### src/rtl/regfile_wb_arbiter.sv
// Round-robin arbiter sharing the register file write port among writeback sources.
// Writes to x0 are acknowledged immediately and never consume the write slot.
module regfile_wb_arbiter #(
  parameter int XLEN                 = 32,
  parameter int NUM_REQ              = 3,
  parameter int CNT_WIDTH            = 16,
  parameter int REGISTER_INDEX_WIDTH = 5
) (
  input  logic                                    clk,
  input  logic                                    n_rst,
  input  logic [NUM_REQ-1:0]                      req_valid,
  output logic [NUM_REQ-1:0]                      req_ready,
  input  logic [NUM_REQ*REGISTER_INDEX_WIDTH-1:0] req_addr,
  input  logic [NUM_REQ*XLEN-1:0]                 req_data,
  input  logic                                    hold,
  output logic                                    rd_wen,
  output logic [REGISTER_INDEX_WIDTH-1:0]         rd_addr,
  output logic [XLEN-1:0]                         rd_wdata,
  output logic [NUM_REQ-1:0]                      grant_onehot,
  output logic [CNT_WIDTH-1:0]                    contention_cnt
);

  localparam int PTR_W = $clog2(NUM_REQ);

  logic [PTR_W-1:0]   rr_ptr;
  logic [NUM_REQ-1:0] x0_hit;
  logic [NUM_REQ-1:0] nz_valid;
  logic [NUM_REQ-1:0] grant_vec;
  logic               grant_any;
  logic [PTR_W-1:0]   grant_idx;
  logic [PTR_W:0]     cand_sum;
  logic               contend;

  always_comb begin
    x0_hit   = '0;
    nz_valid = '0;
    for (int i = 0; i < NUM_REQ; i++) begin
      if (req_valid[i]) begin
        if (req_addr[i*REGISTER_INDEX_WIDTH +: REGISTER_INDEX_WIDTH] == '0) x0_hit[i] = 1'b1;
        else nz_valid[i] = 1'b1;
      end
    end
  end

  // First valid non-x0 requester at or after rr_ptr, wrapping modulo NUM_REQ.
  always_comb begin
    grant_any = 1'b0;
    grant_idx = '0;
    grant_vec = '0;
    cand_sum  = '0;
    if (!hold) begin
      for (int k = 0; k < NUM_REQ; k++) begin
        cand_sum = {1'b0, rr_ptr} + (PTR_W+1)'(k);
        if (cand_sum >= (PTR_W+1)'(NUM_REQ)) cand_sum = cand_sum - (PTR_W+1)'(NUM_REQ);
        if (!grant_any && nz_valid[cand_sum[PTR_W-1:0]]) begin
          grant_any = 1'b1;
          grant_idx = cand_sum[PTR_W-1:0];
        end
      end
    end
    if (grant_any) grant_vec[grant_idx] = 1'b1;
  end

  assign contend   = |(nz_valid & ~grant_vec);
  // No handshake may complete while reset is asserted.
  assign req_ready = n_rst ? (x0_hit | grant_vec) : '0;

  always_ff @(posedge clk or negedge n_rst) begin
    if (!n_rst) begin
      rr_ptr         <= '0;
      rd_wen         <= 1'b0;
      rd_addr        <= '0;
      rd_wdata       <= '0;
      grant_onehot   <= '0;
      contention_cnt <= '0;
    end else begin
      rd_wen       <= grant_any;
      grant_onehot <= grant_vec;
      if (grant_any) begin
        rd_addr  <= req_addr[grant_idx*REGISTER_INDEX_WIDTH +: REGISTER_INDEX_WIDTH];
        rd_wdata <= req_data[grant_idx*XLEN +: XLEN];
        rr_ptr   <= (grant_idx == PTR_W'(NUM_REQ-1)) ? '0 : grant_idx + 1'b1;
      end
      if (contend && (contention_cnt != '1)) contention_cnt <= contention_cnt + 1'b1;
    end
  end

endmodule

### config.mk
export PLATFORM = sky130hd
export DESIGN_NAME = regfile_wb_arbiter
export DESIGN_NICKNAME = d
export VERILOG_FILES = /design/src/rtl/regfile_wb_arbiter.sv
export SDC_FILE = /design/constraint.sdc
export NUM_CORES = 1
export LEC_CHECK = 0
export BUFFER_PORTS_ARGS = -buffer_cell sky130_fd_sc_hd__buf_2
export CAP_MARGIN = 10
export CORE_ASPECT_RATIO = 0.5
export CORE_MARGIN = 2
export CORE_UTILIZATION = 41
export CTS_CLUSTER_DIAMETER = 80
export DETAILED_ROUTE_END_ITERATION = 6
export PLACE_DENSITY = 0.75
export SLEW_MARGIN = 10
export SYNTH_ARGS = -nofsm -noshare
export SYNTH_HDL_FRONTEND = slang
export SYNTH_SLANG_ARGS = --single-unit
### constraint.sdc
create_clock -name clk -period 2.4 [get_ports clk]
set_clock_uncertainty 0.05 [all_clocks]
set_input_delay 0.36 -clock clk [delete_from_list [all_inputs] [get_ports clk]]
set_output_delay 0.36 -clock clk [all_outputs]
set_load 0.01 [all_outputs]
# Word level (Yosys, flattened, before mapping)
# Cells that the tools add are included.
# classes
add_sub_neg	7
multipliers	1
n_lt_le_gt_ge	8
n_eq_ne	2
n_shift	2
mux	39
bitwise	3
reduce_logical	10
# op_table
op	count
96-bit by 8-bit indexed part select with 32-bit output	1
1-bit 2-to-1 mux	22
2-bit 2-to-1 mux	11
16-bit by 1-bit adder with 16-bit output, second input constant	1
16-bit inequality test, second input constant	1
5-bit zero test	3
15-bit by 6-bit indexed part select with 5-bit output	1
2-bit by 3-bit < comparator with 1-bit output, second input constant	4
1-bit binary-select mux with 2-bit select	3
3-bit by 2-bit >= comparator with 1-bit output, second input constant	2
3-bit 2-to-1 mux	2
2-bit subtractor, second input constant	3
2-bit by 3-bit multiplier with 5-bit output, second input constant	1
1-bit logical AND	4
2-bit by 1-bit adder with 3-bit output, second input constant	1
2-bit by 2-bit adder with 3-bit output, second input constant	1
3-bit bitwise AND	1
3-bit inverter	1
3-bit OR	1
3-bit OR reduction	1
2-bit by 1-bit adder with 2-bit output, second input constant	1
1-bit demux with 2-bit select	1
2-bit equality test, second input constant	1
2-bit by 1-bit >= comparator with 1-bit output, second input constant	1
2 further kinds	3
# totals
register_bits	59
out_inout_bits	60
wordCells	78

# Logic depth before layout (Yosys ltp)
# Gate-level depths: netlist of the first run.
# logic_depth
ltp_word	24
mapped_depth	11
mapped_depth_nobuf	9

# Worst setup path after synthesis of the first run
# No wires, ideal clock.
# synth_timing
path_kind	input port to output port
startpoint	in req_addr[5]
endpoint	out req_ready[0]
arrival_time_ps	2035
slack_ps	-45
path_stages	7
path_buffers	1
path_cell_list	or4_4 > o21a_1 > a2111o_1 > or2b_1 > buf_4 > a21oi_1 > o21a_1
# synth_via
elab_chain_cells	22
elab_cells_between_ends	31
# synth_lines
element	line	text
from (decl)	13	input logic [NUM_REQ*REGISTER_INDEX_WIDTH-1:0] req_addr,
5-bit zero test *	39	if (req_addr[i*REGISTER_INDEX_WIDTH +: REGISTER_INDEX_WIDTH] == '0) x0_hit[i] = 1'b1;
1-bit 2-to-1 mux *	39	
1-bit 2-to-1 mux *	38	if (req_valid[i]) begin
1-bit binary-select mux with 2-bit select	55	if (!grant_any && nz_valid[cand_sum[PTR_W-1:0]]) begin
1-bit 2-to-1 mux (implied by the code)	55	
1-bit 2-to-1 mux	55	
1-bit 2-to-1 mux	51	if (!hold) begin
1-bit zero test	55	
[... 7 more ...]	-	
2-bit by 3-bit < comparator with 1-bit output (implied by the code) or 2-bit by 1-bit >= comparator with 1-bit output (tied branches)	61	if (grant_any) grant_vec[grant_idx] = 1'b1;
1-bit logical AND (implied by the code)	61	
1-bit 2-to-1 mux (implied by the code)	61	
1-bit demux with 2-bit select	61	
3-bit 2-to-1 mux *	61	
via grant_vec[0]	28	logic [NUM_REQ-1:0] grant_vec;
3-bit OR *	66	assign req_ready = n_rst ? (x0_hit | grant_vec) : '0;
3-bit 2-to-1 mux *	66	
to (decl)	12	output logic [NUM_REQ-1:0] req_ready,
# Mark *: on every way through the listed nets, which the timed path passes. The rest lies on a longest branch. The select of a mux whose other input is x is not followed.

# Worst setup path in the final report of the first run
# layout_timing
startpoint	reg rr_ptr[0]
endpoint	out req_ready[1]
# layout_via
elab_chain_cells	22
elab_cells_between_ends	42
# layout_lines
element	line	text
from (decl)	25	logic [PTR_W-1:0] rr_ptr;
from (signal assigned)	82	rr_ptr <= (grant_idx == PTR_W'(NUM_REQ-1)) ? '0 : grant_idx + 1'b1;
parallel branches: the longest is 19 deep, another holds 2-bit by 1-bit adder with 3-bit output	-	
3-bit 2-to-1 mux *	61	
3-bit OR *	66	
3-bit 2-to-1 mux *	66	
# Every way passes the cells marked *. The select of a mux whose other input is x is not followed.

==> results of run 1 <==
==> what timing repair did <==
action                                  in CTS  in global routing
resized for setup                           48                 59
setup buffers                                8                 12
gates cloned                                 2                  2
endpoints found under the setup margin      32                 56
hold buffers                                 1                  0
endpoints found under the hold margin       14                  0
pin swaps                                   22                 53
==> per-layer routing <==
metal  vias to the layer above  part of all wire [%]
li1                       1750                     -
met1                      1866                    41
met2                       180                    49
met3                        52                   6.2
met4                         0                   3.5
met5                         -                     0
==> area by class of cell <==
cell class              count  area, um2  area share (%)
repair buffers            238       1550            28.0
clock buffers              13        260            4.68
inverters                   4       15.0           0.270
flip-flops and latches     59       1480            26.6
clock inverters             2       35.0           0.631
multi-input cells         255       2070            37.3
well taps                 112        140            2.52
==> metrics by stage <==
step	cell area [um2]	cells
after floorplan	3320	343
after global placement	4590	645
after detailed placement	4590	645
after CTS	5190	671
after global routing	5560	683
final	5560	683
==> flip-flops by register name, indices dropped and copies added (netlist names) <==
register	cells
rr_ptr	2
grant_onehot	3
rd_wen	1
rd_addr	5
contention_cnt	16
rd_wdata	32
==> cell families after synthesis <==
group / after synthesis / synth area share, %
xor+xnor: 12 / 3.17
simple gates: 117 / 18.1
fa+ha+maj: 3 / 1.13
flops: 59 / 44.6
compound gates: 120 / 27.8
mux: 3 / 1.02
buf+inv: 29 / 4.19
==> how the worst min path moves through the flow <==
stage,slack (ns),startpoint,cells past startpoint,endpoint
2_1_floorplan,0.01,n_rst,0,contention_cnt[0]
3_3_place_gp,0.27,n_rst,1,rd_addr[4]
3_5_place_dp,0.27,n_rst,1,rd_addr[4]
4_1_cts,0.20,req_data[63],3,rd_wdata[31]
5_1_grt,0.21,req_data[50],3,rd_wdata[18]
6_report,0.20,req_data[62],3,rd_wdata[30]
==> cells in the mapped netlist (2+ instances only) <==
| library cell | n | share of area [%] |
|---|---|---|
| o221ai_1 | 21 | 5.6 |
| clkbuf_1 | 13 | 1.5 |
| nor2b_1 | 2 | 0.38 |
| o21bai_1 | 2 | 0.45 |
| nand4_1 | 4 | 0.76 |
| a21oi_1 | 5 | 0.76 |
| nand2_1 | 62 | 7.0 |
| nor3_2 | 2 | 0.60 |
| o21a_1 | 4 | 0.91 |
| buf_2 | 9 | 1.4 |
| nor3b_1 | 2 | 0.45 |
| o211ai_1 | 5 | 1.1 |
| dfrtp_1 | 59 | 45 |
| nor2_1 | 16 | 1.8 |
| nor3_1 | 3 | 0.45 |
| nor3b_2 | 2 | 0.76 |
| and3_1 | 4 | 0.76 |
| ha_1 | 3 | 1.1 |
| mux2_1 | 3 | 1.0 |
| buf_6 | 2 | 0.68 |
| a21o_1 | 3 | 0.68 |
| o21ai_2 | 2 | 0.53 |
| a22oi_1 | 43 | 9.8 |
| o21ai_1 | 7 | 1.1 |
| xor2_1 | 12 | 3.2 |
| a2bb2oi_1 | 8 | 2.1 |
| or4_4 | 2 | 0.68 |
| and4_1 | 2 | 0.53 |
| nand3_1 | 6 | 0.91 |
| inv_1 | 4 | 0.45 |
| o21ai_0 | 7 | 1.1 |
==> layout by cell type, fill, tap and decap left out, types with 4 or more instances in the layout <==
cell type	synthesis	layout
nor2_2	0	5
nand4_1	4	4
o21a_1	4	4
nand2_1	62	62
o21ai_1	7	13
o211ai_1	5	5
xor2_1	12	12
nand3_1	6	6
o221ai_1	21	15
a21oi_1	5	4
nor2_4	0	7
clkbuf_16	0	11
o221ai_2	0	6
buf_2	9	176
buf_12	0	8
nor2_1	16	4
a22oi_2	0	32
a2bb2oi_1	8	5
and3_1	4	4
buf_4	1	38
buf_6	2	11
dfrtp_1	59	58
a22oi_1	43	11
==> power groups by stage <==
| stage | Sequential [W] | Combinational, W | Clock, W |
|---|---|---|---|
| 3_5_place_dp | 0.00172 | 0.00300 | 0 |
| 4_1_cts | 0.00173 | 0.00353 | 0.00131 |
| 3_3_place_gp | 0.00172 | 0.00295 | 0 |
| 5_1_grt | 0.00179 | 0.00441 | 0.00136 |
| 6_report | 0.00174 | 0.00413 | 0.00129 |
| 2_1_floorplan | 0.00191 | 0.00150 | 0 |
==> worst max-delay path, stage by stage, from the launching register on <==
cell	delay [ns]
dfrtp_1	0.42
inv_2	0.10
ha_4	0.23
a211o_1	0.27
o211ai_1	0.18
nand4b_1	0.19
buf_4	0.20
o22ai_2	0.09
and3_1	0.15
buf_2	0.13
==> flow_summary.ini, run 1 <==
[power]
leakage_nw = 2.62
power.share.sequential_pct = 24.3
p_int_w = 0.00435
switching_share_pct = 39.2
switchingPower_w = 0.00280
p_per_area_nw_per_um2 = 1290
peakVddDrop_uv = 549
comb_power_share_pct = 57.7
power_w = 0.00715
clkPwrFrac_pct = 18.0

[global_route]
grt_use_met1_pct = 33.5
met3_usage_pct = 8.40
gr-usage-all-layers_pct = 26.1
antenna_found_initial = 0
use_met2_pct = 42.9
gr-total-overflow = 0
grt_busiest_layer = met2
grt_max_degree = 34
grt_pass1_vias = 3405
grt_pass1_wl_um = 17300

[routing]
wire_per_inst_um = 18.0
drc = 0
drt_iter0_drc = 283
dr.pass1.iters = 5
postRouteAntennaNets = 0
via_per_inst = 5.63
wirelength_um = 12300
dr_total_vias = 3848

[layout]
antenna_cells = 0
area_growth_syn_to_layout_pct = 67.8
nNetsFinal = 687
drive_gt1_share_pct = 58.7
final_core_util_pct = 70.2
final.fill_count = 557

[critical_path]
start_kind = flip-flop
worstReg2RegEnd = contention_cnt[8]
r2r_cells = 12
startpoint = rr_ptr[0]
worstSetupPathType = reg2out
cp-end-kind = output pin
worstPathRequired_ns = 1.99
worstPathArrival_ns = 2.31
r2r-start = rr_ptr[0]
worstPathMaxFanout = 6
endpoint = req_ready[1]
ff2ff_setup_slack_ns = -0.30

[sta]
relSlewSlack_pct = 69.5
rsz0062_at_grt = yes
finalHoldViolations = 0
setup-tns-final_ns = -9.74
fin_ws_ns = -0.321
post-route-period-util_pct = 113
fmax_mhz = 368
setup_viol = 57
layout_min_cycle_time_ns = 2.72
worstMarginPinSlew_ns = 0.458
whs_ns = 0.203
drv_slew = 0

[clock_network]
cts_buffers = 9
clockBufferDepth = 2
cts_num_sinks = 59
cts-htree-levels = 3
clkTransAtPathRegs_ns = 0.05
tritoncts = done
worst_skew_pair.late_latency_ns = 0.33
clockRootBuffer = clkbuf_16

[min_path]
hp-class = in2reg

[synthesis]
synth-main-ff-cell = dfrtp_1
async_reset_ff_share_pct = 100
syn_inst = 343
ys_types = 55
syn-num-nets = 463
syn_area_um2 = 3310
synth_edf_count = 0
avgSynthCellArea_um2 = 9.65
seq_area_frac_synth_pct = 44.6
synth_seq_cells = 59
yosysWarnings = 0

[floorplanning]
die_area_um2 = 8850
start_util_pct = 41.8
die_w_um = 131
ios = 177
core_um2 = 7910
dieHeight_um = 67.5
fp-row-count = 23

[outcome]
violations = setup timing
status = finished, violations left

[place]
place.gp.congestion = 0.866
portBuffers = 176
dpl.hpwl_um = 7730
dp_slack_ns = -0.257

[job]
drv_cap = 0
No activity file was read; power rests on OpenSTA's default activity.
==> inputs of run 2 (changes only) <==
CORE_UTILIZATION = 45   (was 41)
PLACE_DENSITY = 0.78   (was 0.75)
clock period = 2.6 ns   (was 2.4 ns; I/O delays follow)
==> flow_summary.ini, run 2 (same netlist as run 1, synthesis figures left out) <==
[sta]
rsz0062_at_grt = yes
finalHoldViolations = 0
setup-tns-final_ns = -0.159
worstMarginPinSlew_ns = 0.394
layout_min_cycle_time_ns = 2.69
whs_ns = 0.0975
setup_viol = 2
post-route-period-util_pct = 103
drv_slew = 0
fin_ws_ns = -0.0909
relSlewSlack_pct = 73.6
fmax_mhz = 372

[layout]
nNetsFinal = 667
area_growth_syn_to_layout_pct = 52.1
antenna_cells = 0
multi_input_area_um2 = 1810
final_core_util_pct = 69.6
register_area_um2 = 1480
final_cell_mix = 174 x buf_2, 62 x nand2_1, 58 x dfrtp_1
final.fill_count = 584
largest_reg_flops = 32
reg_top3 = rd_wdata x32, contention_cnt x16, rd_addr x5
top_register = rd_wdata
drive_gt1_share_pct = 48.2
mostFrequentLayoutCell = buf_2
fin_cells = 648

[clock_network]
worst_skew_pair.late_latency_ns = 0.33
clockRootBuffer = clkbuf_16
cts_num_sinks = 59
cts-htree-levels = 3
cts_buffers = 9
tritoncts = done
clkTransAtPathRegs_ns = 0.05
clockBufferDepth = 2

[routing]
wire_per_inst_um = 15.9
dr.pass1.iters = 5
drt_iter0_drc = 323
drc = 0
wirelength_um = 10300
postRouteAntennaNets = 0
dr_total_vias = 3600
via_per_inst = 5.56

[global_route]
antenna_found_initial = 0
grt_max_degree = 41
gr-total-overflow = 0
grt_pass1_wl_um = 16000
grt_pass1_vias = 3329
gr-usage-all-layers_pct = 24.9

[power]
power_w = 0.00579
peakVddDrop_uv = 493
p_per_area_nw_per_um2 = 1150
leakage_nw = 2.46

[critical_path]
worstPathMaxFanout = 3
start_kind = primary input
worstPathArrival_ns = 2.25
worstSetupPathType = in2out
worstPathRequired_ns = 2.16
cp-end-kind = output pin

[min_path]
hp-class = in2async

[job]
drv_cap = 0

[floorplanning]
die_area_um2 = 8100
fp-row-count = 22
die_w_um = 125
start_util_pct = 45.7
core_um2 = 7240
dieHeight_um = 64.7
ios = 177

[outcome]
violations = setup timing
status = finished, violations left

[place]
portBuffers = 176
place.gp.congestion = 0.856
place_inst = 617
dpl.hpwl_um = 7290
## run 2: cell types whose count changed in the layout (fill, tap and decap cells not counted), moves of 6 or more
cell and delta:
a22oi_2 -32, buf_4 -6, buf_6 -7, o221ai_1 +6, nor2_1 +7, o221ai_2 -6, a22oi_1 +32
## run 2: worst paths after layout
path,start,end,slack [ns],cells past startpoint
worst max-delay path,req_addr[7],req_ready[0],-0.09,8
worst min-delay path,n_rst,rd_addr[3],0.1,2
worst max register to register,rr_ptr[0],contention_cnt[14],0.01,11
worst min register to register,rd_wdata[26],rd_wdata[26],0.42,2
max in group asynchronous,n_rst,rd_wen,1.68,2
min in group clk,req_data[33],rd_wdata[1],0.24,3
## run 2: timing repair
action,CTS,global route
resized for setup,7,22
hold buffers,1,0
endpoints found under the hold margin,7,0
pin swaps,7,8
buffers inserted,2,10
gates cloned,0,2
endpoints found under the setup margin,3,14
## run 2: area by class of cell
class                      instances  share of cell area, %
sequential                        59                   29.3
clock inverter                     3                  0.398
multi-input combinational        255                   35.9
timing repair buffer             218                   26.1
clock buffer                      13                   5.57
inverter                           4                  0.298
tap                               96                   2.39
## run 2: layer usage
metal	wire length, um	up-vias	GRT usage, %
met5	0	-	0
met4	252	0	9.03
met3	542	23	6.52
met2	5000	134	42.4
met1	4500	1736	30.9
li1	-	1707	-
## run 2: report_power, final
part           internal, W  switching, W  total (W)
Clock             0.000746      0.000403    0.00115
Combinational      0.00146       0.00157    0.00303
Sequential         0.00133      0.000282    0.00161
## run 2: through the flow
step                      setup WS [ns]  cell area (um2)
after CTS                       -0.0452             4810
after detailed placement         -0.140             4460
final                           -0.0909             5040
after floorplan                  0.0955             3310
after global routing             -0.176             5040
after global placement          -0.0864             4460
## run 2: critical path, cell delays in order
cell,delay [ns]
buf_6,0.09
or4_4,0.54
o21a_1,0.22
a2111o_1,0.44
or2b_4,0.23
a21oi_4,0.03
o21a_1,0.16
buf_2,0.13
